--- src/rtl/arb_pkg.sv ---
// Shared constants for the memory-arbiter client protocol.
package arb_pkg;

  localparam int unsigned ADDR_W      = 17;
  localparam int unsigned DATA_W      = 32;
  localparam int unsigned NUM_CLIENTS = 3;

  localparam logic [3:0] OP_FULL_WRITE = 4'hF;

  localparam int unsigned CID_FETCH  = 0;
  localparam int unsigned CID_LINE   = 1;
  localparam int unsigned CID_CIRCLE = 2;

  // Any op other than a full write returns one word of read data.
  function automatic logic is_read(input logic [3:0] op);
    return op != OP_FULL_WRITE;
  endfunction

endpackage

--- src/rtl/sync_fifo.sv ---
// Synchronous FIFO, power-of-2 depth, storage and pointers cleared on reset.
module sync_fifo #(
  parameter int unsigned WIDTH = 8,
  parameter int unsigned DEPTH = 4
) (
  input  logic                     clk,
  input  logic                     rst_,
  input  logic                     push,
  input  logic [WIDTH-1:0]         wr_data,
  input  logic                     pop,
  output logic [WIDTH-1:0]         rd_data,
  output logic                     full,
  output logic                     empty,
  output logic [$clog2(DEPTH):0]   count
);

  localparam int unsigned PW = $clog2(DEPTH);
  localparam int unsigned CW = PW + 1;
  localparam logic [CW-1:0] FULL_CNT = CW'(DEPTH);

  logic [WIDTH-1:0] mem_q [DEPTH];
  logic [WIDTH-1:0] mem_d [DEPTH];
  logic [PW-1:0]    wr_ptr_q, wr_ptr_d;
  logic [PW-1:0]    rd_ptr_q, rd_ptr_d;
  logic [CW-1:0]    count_q, count_d;
  logic             do_push, do_pop;

  assign full    = (count_q == FULL_CNT);
  assign empty   = (count_q == '0);
  assign count   = count_q;
  assign rd_data = mem_q[rd_ptr_q];

  assign do_push = push && !full;
  assign do_pop  = pop && !empty;

  // Next-state for storage, pointers (wrap modulo depth) and occupancy.
  always_comb begin
    mem_d    = mem_q;
    wr_ptr_d = wr_ptr_q;
    rd_ptr_d = rd_ptr_q;
    count_d  = count_q;
    if (do_push) begin
      mem_d[wr_ptr_q] = wr_data;
      wr_ptr_d        = wr_ptr_q + 1'b1;
    end
    if (do_pop) begin
      rd_ptr_d = rd_ptr_q + 1'b1;
    end
    if (do_push && !do_pop) begin
      count_d = count_q + 1'b1;
    end else if (!do_push && do_pop) begin
      count_d = count_q - 1'b1;
    end
  end

  // State registers.
  always_ff @(posedge clk or negedge rst_) begin
    if (!rst_) begin
      mem_q    <= '{default: '0};
      wr_ptr_q <= '0;
      rd_ptr_q <= '0;
      count_q  <= '0;
    end else begin
      mem_q    <= mem_d;
      wr_ptr_q <= wr_ptr_d;
      rd_ptr_q <= rd_ptr_d;
      count_q  <= count_d;
    end
  end

  a_no_overflow: assert property (@(posedge clk) disable iff (!rst_) !(push && full))
    else $error("sync_fifo: push while full");

endmodule

--- src/rtl/arb_client_port.sv ---
// Client endpoint of the memory-arbiter protocol: request queue toward the
// arbiter, credit-protected capture of broadcast read data, in-order response.
// Optional watchdog enabled by defining ARB_PORT_TIMEOUT_EN.
module arb_client_port #(
  parameter int unsigned CLIENT_ID      = arb_pkg::CID_FETCH,
  parameter int unsigned NUM_CLIENTS    = arb_pkg::NUM_CLIENTS,
  parameter int unsigned ADDR_W         = arb_pkg::ADDR_W,
  parameter int unsigned DATA_W         = arb_pkg::DATA_W,
  parameter int unsigned REQ_DEPTH      = 4,
  parameter int unsigned RSP_DEPTH      = 4,
  parameter int unsigned TIMEOUT_CYCLES = 64
) (
  input  logic                   clk,
  input  logic                   rst_,
  input  logic                   eng_req_valid,
  output logic                   eng_req_ready,
  input  logic [ADDR_W-1:0]      eng_req_addr,
  input  logic [DATA_W-1:0]      eng_req_wrdata,
  input  logic [3:0]             eng_req_op,
  output logic                   arb_rts_out,
  input  logic                   arb_rtr_in,
  output logic [ADDR_W-1:0]      arb_addr,
  output logic [DATA_W-1:0]      arb_wrdata,
  output logic [3:0]             arb_op,
  input  logic [DATA_W-1:0]      bcast_data,
  input  logic [NUM_CLIENTS-1:0] bcast_xfc,
  output logic                   rsp_valid,
  input  logic                   rsp_ready,
  output logic [DATA_W-1:0]      rsp_data,
  output logic                   busy,
  output logic                   err_spurious,
  output logic                   timeout_err
);

  import arb_pkg::*;

  localparam int unsigned REQ_W = ADDR_W + DATA_W + 4;
  localparam int unsigned CW    = $clog2(RSP_DEPTH) + 1;
  localparam int unsigned QW    = $clog2(REQ_DEPTH) + 1;
  localparam logic [CW-1:0] MAX_CREDITS = CW'(RSP_DEPTH);

  if (REQ_DEPTH < 2 || (REQ_DEPTH & (REQ_DEPTH - 1)) != 0 ||
      RSP_DEPTH < 2 || (RSP_DEPTH & (RSP_DEPTH - 1)) != 0 ||
      CLIENT_ID >= NUM_CLIENTS || TIMEOUT_CYCLES == 0) begin : g_bad_cfg
    $error("arb_client_port: illegal parameter set");
  end

  logic             req_full, req_empty;
  logic [QW-1:0]    req_count;
  logic [REQ_W-1:0] req_head;
  logic             rsp_full, rsp_empty;
  logic [CW-1:0]    rsp_count;

  logic [CW-1:0]    credits_q, credits_d;
  logic [CW-1:0]    outstanding_q, outstanding_d;
  logic             err_spurious_q, err_spurious_d;

  logic accept, xfc, strobe, ret, rsp_pop, credit_inc, out_inc;

  // ready looks at the registered full flag, so accept+pop on a full queue is never combinationally looped
  assign eng_req_ready = !req_full && (eng_req_op == OP_FULL_WRITE || credits_q < MAX_CREDITS);
  assign accept        = eng_req_valid && eng_req_ready;
  assign arb_rts_out   = !req_empty;
  assign xfc           = arb_rts_out && arb_rtr_in;
  assign {arb_addr, arb_wrdata, arb_op} = req_head;

  assign strobe     = |(bcast_xfc & (NUM_CLIENTS'(1) << CLIENT_ID));
  assign ret        = strobe && (outstanding_q != '0);
  assign rsp_valid  = !rsp_empty;
  assign rsp_pop    = rsp_valid && rsp_ready;
  assign credit_inc = accept && is_read(eng_req_op);
  assign out_inc    = xfc && is_read(arb_op);

  assign busy         = (req_count != '0) || (outstanding_q != '0) || rsp_valid;
  assign err_spurious = err_spurious_q;

  sync_fifo #(.WIDTH(REQ_W), .DEPTH(REQ_DEPTH)) u_req_fifo (
    .clk     (clk),
    .rst_    (rst_),
    .push    (accept),
    .wr_data ({eng_req_addr, eng_req_wrdata, eng_req_op}),
    .pop     (xfc),
    .rd_data (req_head),
    .full    (req_full),
    .empty   (req_empty),
    .count   (req_count)
  );

  sync_fifo #(.WIDTH(DATA_W), .DEPTH(RSP_DEPTH)) u_rsp_fifo (
    .clk     (clk),
    .rst_    (rst_),
    .push    (ret),
    .wr_data (bcast_data),
    .pop     (rsp_pop),
    .rd_data (rsp_data),
    .full    (rsp_full),
    .empty   (rsp_empty),
    .count   (rsp_count)
  );

  // Credit, outstanding-read and spurious-return bookkeeping.
  always_comb begin
    credits_d      = credits_q;
    outstanding_d  = outstanding_q;
    err_spurious_d = err_spurious_q;
    if (credit_inc && !rsp_pop) begin
      credits_d = credits_q + 1'b1;
    end else if (!credit_inc && rsp_pop) begin
      credits_d = credits_q - 1'b1;
    end
    if (out_inc && !ret) begin
      outstanding_d = outstanding_q + 1'b1;
    end else if (!out_inc && ret) begin
      outstanding_d = outstanding_q - 1'b1;
    end
    if (strobe && outstanding_q == '0) begin
      err_spurious_d = 1'b1;
    end
  end

  // Bookkeeping registers.
  always_ff @(posedge clk or negedge rst_) begin
    if (!rst_) begin
      credits_q      <= '0;
      outstanding_q  <= '0;
      err_spurious_q <= 1'b0;
    end else begin
      credits_q      <= credits_d;
      outstanding_q  <= outstanding_d;
      err_spurious_q <= err_spurious_d;
    end
  end

`ifdef ARB_PORT_TIMEOUT_EN
  localparam int unsigned TW = $clog2(TIMEOUT_CYCLES + 1);
  localparam logic [TW-1:0] TLIM = TW'(TIMEOUT_CYCLES);

  logic [TW-1:0] wd_q, wd_d;
  logic          timeout_err_q, timeout_err_d;

  // Watchdog counts stalled cycles while reads are outstanding; saturates at the limit.
  always_comb begin
    wd_d          = wd_q;
    timeout_err_d = timeout_err_q;
    if (ret || outstanding_q == '0) begin
      wd_d = '0;
    end else if (wd_q != TLIM) begin
      wd_d = wd_q + 1'b1;
    end
    if (wd_d == TLIM) begin
      timeout_err_d = 1'b1;
    end
  end

  // Watchdog registers.
  always_ff @(posedge clk or negedge rst_) begin
    if (!rst_) begin
      wd_q          <= '0;
      timeout_err_q <= 1'b0;
    end else begin
      wd_q          <= wd_d;
      timeout_err_q <= timeout_err_d;
    end
  end

  assign timeout_err = timeout_err_q;
`else
  assign timeout_err = 1'b0;
`endif

  a_rsp_no_overflow: assert property (@(posedge clk) disable iff (!rst_) !(ret && rsp_full))
    else $error("arb_client_port: response overflow");

  a_credit_bound: assert property (@(posedge clk) disable iff (!rst_)
      ((CW+1)'(outstanding_q) + (CW+1)'(rsp_count)) <= (CW+1)'(credits_q))
    else $error("arb_client_port: credits below reads in flight");

endmodule

--- config.mk ---
export PLATFORM = sky130hd
export DESIGN_NAME = arb_client_port
export DESIGN_NICKNAME = d
export VERILOG_FILES = /design/src/rtl/arb_pkg.sv /design/src/rtl/sync_fifo.sv /design/src/rtl/arb_client_port.sv
export SDC_FILE = /design/constraint.sdc
export NUM_CORES = 1
export LEC_CHECK = 0
export CORE_UTILIZATION = 54
export DETAILED_ROUTE_END_ITERATION = 12
export PLACE_DENSITY = 0.78
export SLEW_MARGIN = 30
export SYNTH_ARGS = -nofsm -noshare
export SYNTH_HDL_FRONTEND = slang
export SYNTH_SLANG_ARGS = --single-unit
--- constraint.sdc ---
create_clock -name clk -period 6.4 [get_ports clk]
set_input_delay 1.6 -clock clk [delete_from_list [all_inputs] [get_ports clk]]
set_output_delay 1.6 -clock clk [all_outputs]
set_load 0.01 [all_outputs]
* Yosys cells after proc, flatten, opt, wreduce, memory -nomap -nowiden
Index checks and enable logic that the tools add are counted.
** Word-level totals
- Register bits :: 361
** Operators by class
- Add/sub/neg operators :: 12
- Order comparisons :: 7
- Equality and inequality tests :: 5
- Mux-type cells :: 20
- Bitwise gates (word level) :: 4
- Reduce and logical (&&, ||, !) cells :: 46
** Operators by type and width (number)
- $bwmux W212 :: 1
- $mux W53 :: 3
- $bwmux W128 :: 1
- $bmux W53 S2 :: 1
- $demux W53 S2 :: 1
- $mux W32 :: 3
- $bmux W32 S2 :: 1
- $demux W32 S2 :: 1
- $mux W3 :: 8
- $logic_and A1 B1 Y1 :: 22
- $add A3 B1 Y3 const B :: 4
- $ge A3 B3 Y1 const B :: 4
- $logic_not A1 Y1 :: 12
- $not A2 Y3 :: 4
- $sub A3 B1 Y3 const B :: 4
- $logic_not A3 Y1 :: 3
- $add A2 B1 Y2 const B :: 4
- $ne A4 B4 Y1 const B :: 2
- $reduce_bool A2 Y1 :: 4
- $eq A3 B3 Y1 const B :: 2
- $lt A3 B1 Y1 const B :: 2
- $reduce_bool A3 Y1 :: 2
- $eq A4 B4 Y1 const B :: 1
- $logic_or A1 B1 Y1 :: 3
- $lt A3 B3 Y1 const B :: 1

* Longest topological paths before layout
- Depth in word-level cells :: 10
- Depth in mapped cells :: 10
- Gate-level depth less buffers :: 9

* Cells and area by module
Synthesis repeated with hierarchy kept, for this count alone.
** Unflattened totals
- Cell total of the unflattened synthesis :: 936
- Area total of the unflattened synthesis :: 16047.9 sq um
** Modules (own cells, without submodules)
- sync_fifo (u_req_fifo) :: times used 1, cells each 547, area an instance 9641.7 sq um
- sync_fifo (u_rsp_fifo) :: times used 1, cells each 346, area an instance 5960.7 sq um
- arb_client_port :: times used 1, cells each 43, area an instance 445.4 sq um

* Worst setup path after synthesis
OpenSTA, ideal clock, no wires.
- Kind :: input port to output port
- From :: input eng_req_op[0]
- To :: output eng_req_ready
- Arrival time :: 2.122 ns
- Data required time :: 4.800 ns
- Setup slack :: 2.678 ns
- Cell stages on the path :: 3
- Buffers on the path :: 1
- Cells stage by stage :: and4_1 > buf_6 > o21a_1
** Between the ends
- Cells in the longest elaborated chain, start to end :: 3
** Ends and longest elaborated chain
- from (decl) :: line arb_client_port.sv:19 : input logic [3:0] eng_req_op,
- $eq A4 B4 Y1 :: line arb_client_port.sv:61 : assign eng_req_ready = !req_full && (eng_req_op == OP_FULL_WRITE || credits_q < MAX_CREDITS);
- $logic_or A1 B1 Y1 :: line arb_client_port.sv:61
- $logic_and A1 B1 Y1 :: line arb_client_port.sv:61
- to (decl) :: line arb_client_port.sv:16 : output logic eng_req_ready,
Every way passes these cells.

* Worst setup path in the final report
- From :: input eng_req_op[3]
- To :: output eng_req_ready
The elaborated chain is that of the path after synthesis.

==> metrics.txt <==
outcome=complete, no violations; Final period util=just under 80%; clock tree from TritonCTS=done; Layout Utilization=65.89%; vias after detailed routing=a little under 9,000; biggest area consumer among synthesized cells=sky130_fd_sc_hd__dfrtp_1; placement-stage cell area=about 19,000 um^2; flops & latches, synth=around 360; global-route usage over all layers=21.94%; proportion of power drawn by combinational gates=44.2%; Max clock buf depth=3; Synth Instances=927; per-cell routed wire length=21.61 um; count of hold-fix buffers inserted at cts=0; CP arrival=~3500 ps; category of the most critical setup path=primary input to output pin; Switching Share=29.32%; first-pass GRT wire length=about 54,000 um; area share of and/or/nand/nor cells after synthesis=less than 1%; area of the die=about 32,000 um^2; largest driver fanout on the critical path=7; Worst Path Required=about 4800 ps; type of the worst min-delay path=register to register; largest net degree at the start of global routing=~130; Synth area leaders=sky130_fd_sc_hd__dfrtp_1 (54%), sky130_fd_sc_hd__mux2_4 (18%), sky130_fd_sc_hd__mux4_2 (11%); antenna violations before repair=2; Slew Limit Headroom=a little under two fifths; post-CTS setup-driven buffer insertion count=0; clock network fraction of total power=about 19%; Critical Path Source Type=primary input; total iterations of the first detailed-routing run=4; Final Instance Count excl. Fillers=about 1,500; area share of the leading cell type in the synthesized netlist=53.67%; maximum vdd ir drop=between 0.4 and 0.5 mV; DIE HEIGHT=178.5 um; count of boundary I/O pins=roughly 180; cell with the most instances after synthesis=sky130_fd_sc_hd__dfrtp_1; share of synthesized cell area in full adder, half adder and majority cells=about 1.4%; share of the synthesized area in compound gates (AO/OA/AOI/OAI)=0.8772%; count of placed standard cells including taps=around 1,500; via count of the first global-routing pass=a little under 10,000; fraction of layout cells with a size suffix above 1=about 46%; switching power=about 3400 uW; Final Hold Vio Count=0; setup-violating endpoint count in the final report=0; post-synthesis async set-or-reset flop share=100.0%; insertion delay of the later-clocked pin in the worst-skew pair=roughly 520 ps; count of cell types in the netlist=32; XOR/XNOR Fraction of Synth Area=less than 1%; combinational family with the most area after synthesis=multiplexers; placeable core region=30,590 um^2; final standard cell area without fillers=around 20,000 um^2; overall overflow remaining after global route=0; mux share of post-synthesis cell area=between 30% and 40%; detailed placer's ending HPWL=approximately 20,000 um; Syn-to-layout area delta=19.74%; routability-driven placement congestion ratio=approximately 0.7; total of max-cap violations=0; sequential area share after synthesis=between 50% and 60%; Net count, final=around 1,200; Tmin final=5094 ps; part of the total power dissipated in sequential elements=between 30% and 40%; total clock buffers created by CTS=40; detail-routed via count per cell=5.663; count of flip-flops with a built-in enable after synthesis=0; setup repair after global routing missed its margin=no; number of nets produced by synthesis=between 1,000 and 1,500; standard-cell row count=64; total wire length=~33,000 um; number of H-tree levels=2; total negative setup slack=0 ps; DRT iter0 DRCs=between 300 and 400; clock slew at reported path FFs=around 60 ps; worst setup skew after layout=around 16 ps; dominant synthesized flop cell=sky130_fd_sc_hd__dfrtp_1; clock net sink count=roughly 360; remaining antenna violation count after routing=0; count of synthesis-stage warnings from yosys=0; effective utilization at floorplan=between 50 and 60%; mean instance size in the synthesized netlist=~18 um^2; IO buf count=180; Fmax=196.3 MHz; post-cts sizing count=0; residual DRC count=0; Final Hold Slack=about 460 ps; Die X=approximately 180 um; combined area of all synthesized cells=around 17,000 um^2; Int Pwr=8271 uW; total leakage power=a little over 0.009 uW; max-slew violation count=0; kind of capture point of the worst setup path=output pin; Power Density=slightly below 600 nW/um^2; pin slew with the least headroom to its limit=928.4 ps; buffer cell driving the clock tree root=sky130_fd_sc_hd__clkbuf_16; Post-synth top cells=sky130_fd_sc_hd__dfrtp_1 (361), sky130_fd_sc_hd__mux2_4 (200), sky130_fd_sc_hd__mux2_2 (146)
placed cells by master, fill, tap and decap left out, types with 2 or more instances in the layout:
master and n:
sky130_fd_sc_hd__clkbuf_16 41, sky130_fd_sc_hd__clkinv_2 9, sky130_fd_sc_hd__ha_1 12, sky130_fd_sc_hd__nand3_1 2, sky130_fd_sc_hd__mux2_4 200, sky130_fd_sc_hd__mux4_2 85, sky130_fd_sc_hd__dfrtp_4 2, sky130_fd_sc_hd__clkdlybuf4s50_1 179
sky130_fd_sc_hd__nand3_4 4, sky130_fd_sc_hd__dfrtp_1 357, sky130_fd_sc_hd__xnor2_1 11, sky130_fd_sc_hd__diode_2 3, sky130_fd_sc_hd__clkbuf_1 8, sky130_fd_sc_hd__nand2_1 5, sky130_fd_sc_hd__nor2_1 5, sky130_fd_sc_hd__fa_1 4
sky130_fd_sc_hd__xor2_1 7, sky130_fd_sc_hd__nor3_1 2, sky130_fd_sc_hd__bufinv_16 2, sky130_fd_sc_hd__inv_1 9, sky130_fd_sc_hd__mux2_2 146, sky130_fd_sc_hd__o2111ai_4 4, sky130_fd_sc_hd__buf_4 10, sky130_fd_sc_hd__buf_12 4
sky130_fd_sc_hd__dfrtp_2 2, sky130_fd_sc_hd__clkinvlp_4 3, sky130_fd_sc_hd__clkbuf_8 9, sky130_fd_sc_hd__or3_1 2
final cells by class:
| cell class | count | area [um^2] |
|---|---|---|
| Tap cell | 396 | 495.5 |
| Sequential cell | 361 | 9044 |
| Inverter | 10 | 37.54 |
| Clock buffer | 58 | 1180 |
| Fill cell | 2147 | 10440 |
| Clock inverter | 14 | 127.6 |
| Timing Repair Buffer | 195 | 1989 |
| Antenna cell | 3 | 7.507 |
| Multi-Input combinational cell | 499 | 7273 |
registers in the layout, indices dropped and copies added, names as in the netlist:
signal and cells:
credits_q 3, err_spurious 1, outstanding_q 3, u_req_fifo.count 3
u_req_fifo.mem_q 212, u_req_fifo.rd_ptr_q 2, u_req_fifo.wr_ptr_q 2, u_rsp_fifo.count 3
u_rsp_fifo.mem_q 128, u_rsp_fifo.rd_ptr_q 2, u_rsp_fifo.wr_ptr_q 2
logic make-up (layout without fill, tap and decap cells):
family | count (synthesis) | in the layout
DFF | 361 | 361
xor gates and xnor gates | 18 | 18
muxes | 431 | 431
other | 1 | 4
buffers and inverters | 67 | 277
AOI/OAI and AO/OA | 9 | 9
adders and majority gates | 16 | 16
and+or+nand+nor | 24 | 24
stage by stage:
step | power [uW] | setup slack (ps)
floorplan | 7619 | 2678
global placement | 9312 | 1314
detailed placement | 9490 | 1314
CTS | 11820 | 1303
global route | 12370 | 1224
finish | 11700 | 1306
routing by layer:
layer | wire length [um] | global-route usage, % | share of wire, % | up-vias
met2 | 16230 | 36.16 | 49 | 171
met3 | 1738 | 4.646 | 5.2 | 50
li1 | - | - | - | 3808
met5 | 0 | 0 | 0 | -
met4 | 737 | 6.427 | 2.2 | 0
met1 | 14490 | 29.34 | 44 | 4669
final timing paths:
| check | from | endpoint | slack (ps) | depth (start not counted) |
|---|---|---|---|---|
| hold reg to reg | err_spurious$_DFFE_PN0P_ | err_spurious$_DFFE_PN0P_ | 460 | 1 |
| min in group asynchronous | rst_ | u_rsp_fifo.mem_q[104]$_DFFE_PN0P_ | 970 | 1 |
| setup / recovery | eng_req_op[3] | eng_req_ready | 1310 | 4 |
| hold / removal | err_spurious$_DFFE_PN0P_ | err_spurious$_DFFE_PN0P_ | 460 | 1 |
| max in group asynchronous | rst_ | u_req_fifo.rd_ptr_q[1]$_DFFE_PN0P_ | 4090 | 3 |
| setup reg to reg | u_req_fifo.rd_ptr_q[1]$_DFFE_PN0P_ | outstanding_q[2]$_DFFE_PN0P_ | 3220 | 9 |
critical path: stages:
cell	delay [ps]
sky130_fd_sc_hd__clkdlybuf4s50_1	570
sky130_fd_sc_hd__and4_1	530
sky130_fd_sc_hd__o21a_1	170
sky130_fd_sc_hd__clkdlybuf4s50_1	620
power by group through the flow:
stage | Clock, uW | Sequential [uW] | Combinational, uW
after global routing | 2410 | 4430 | 5530
after floorplan | 0 | 3880 | 3740
after global placement | 0 | 4260 | 5050
after CTS | 2310 | 4320 | 5200
final | 2250 | 4270 | 5180
after detailed placement | 0 | 4330 | 5160
Power figures use the tool's default switching activity.
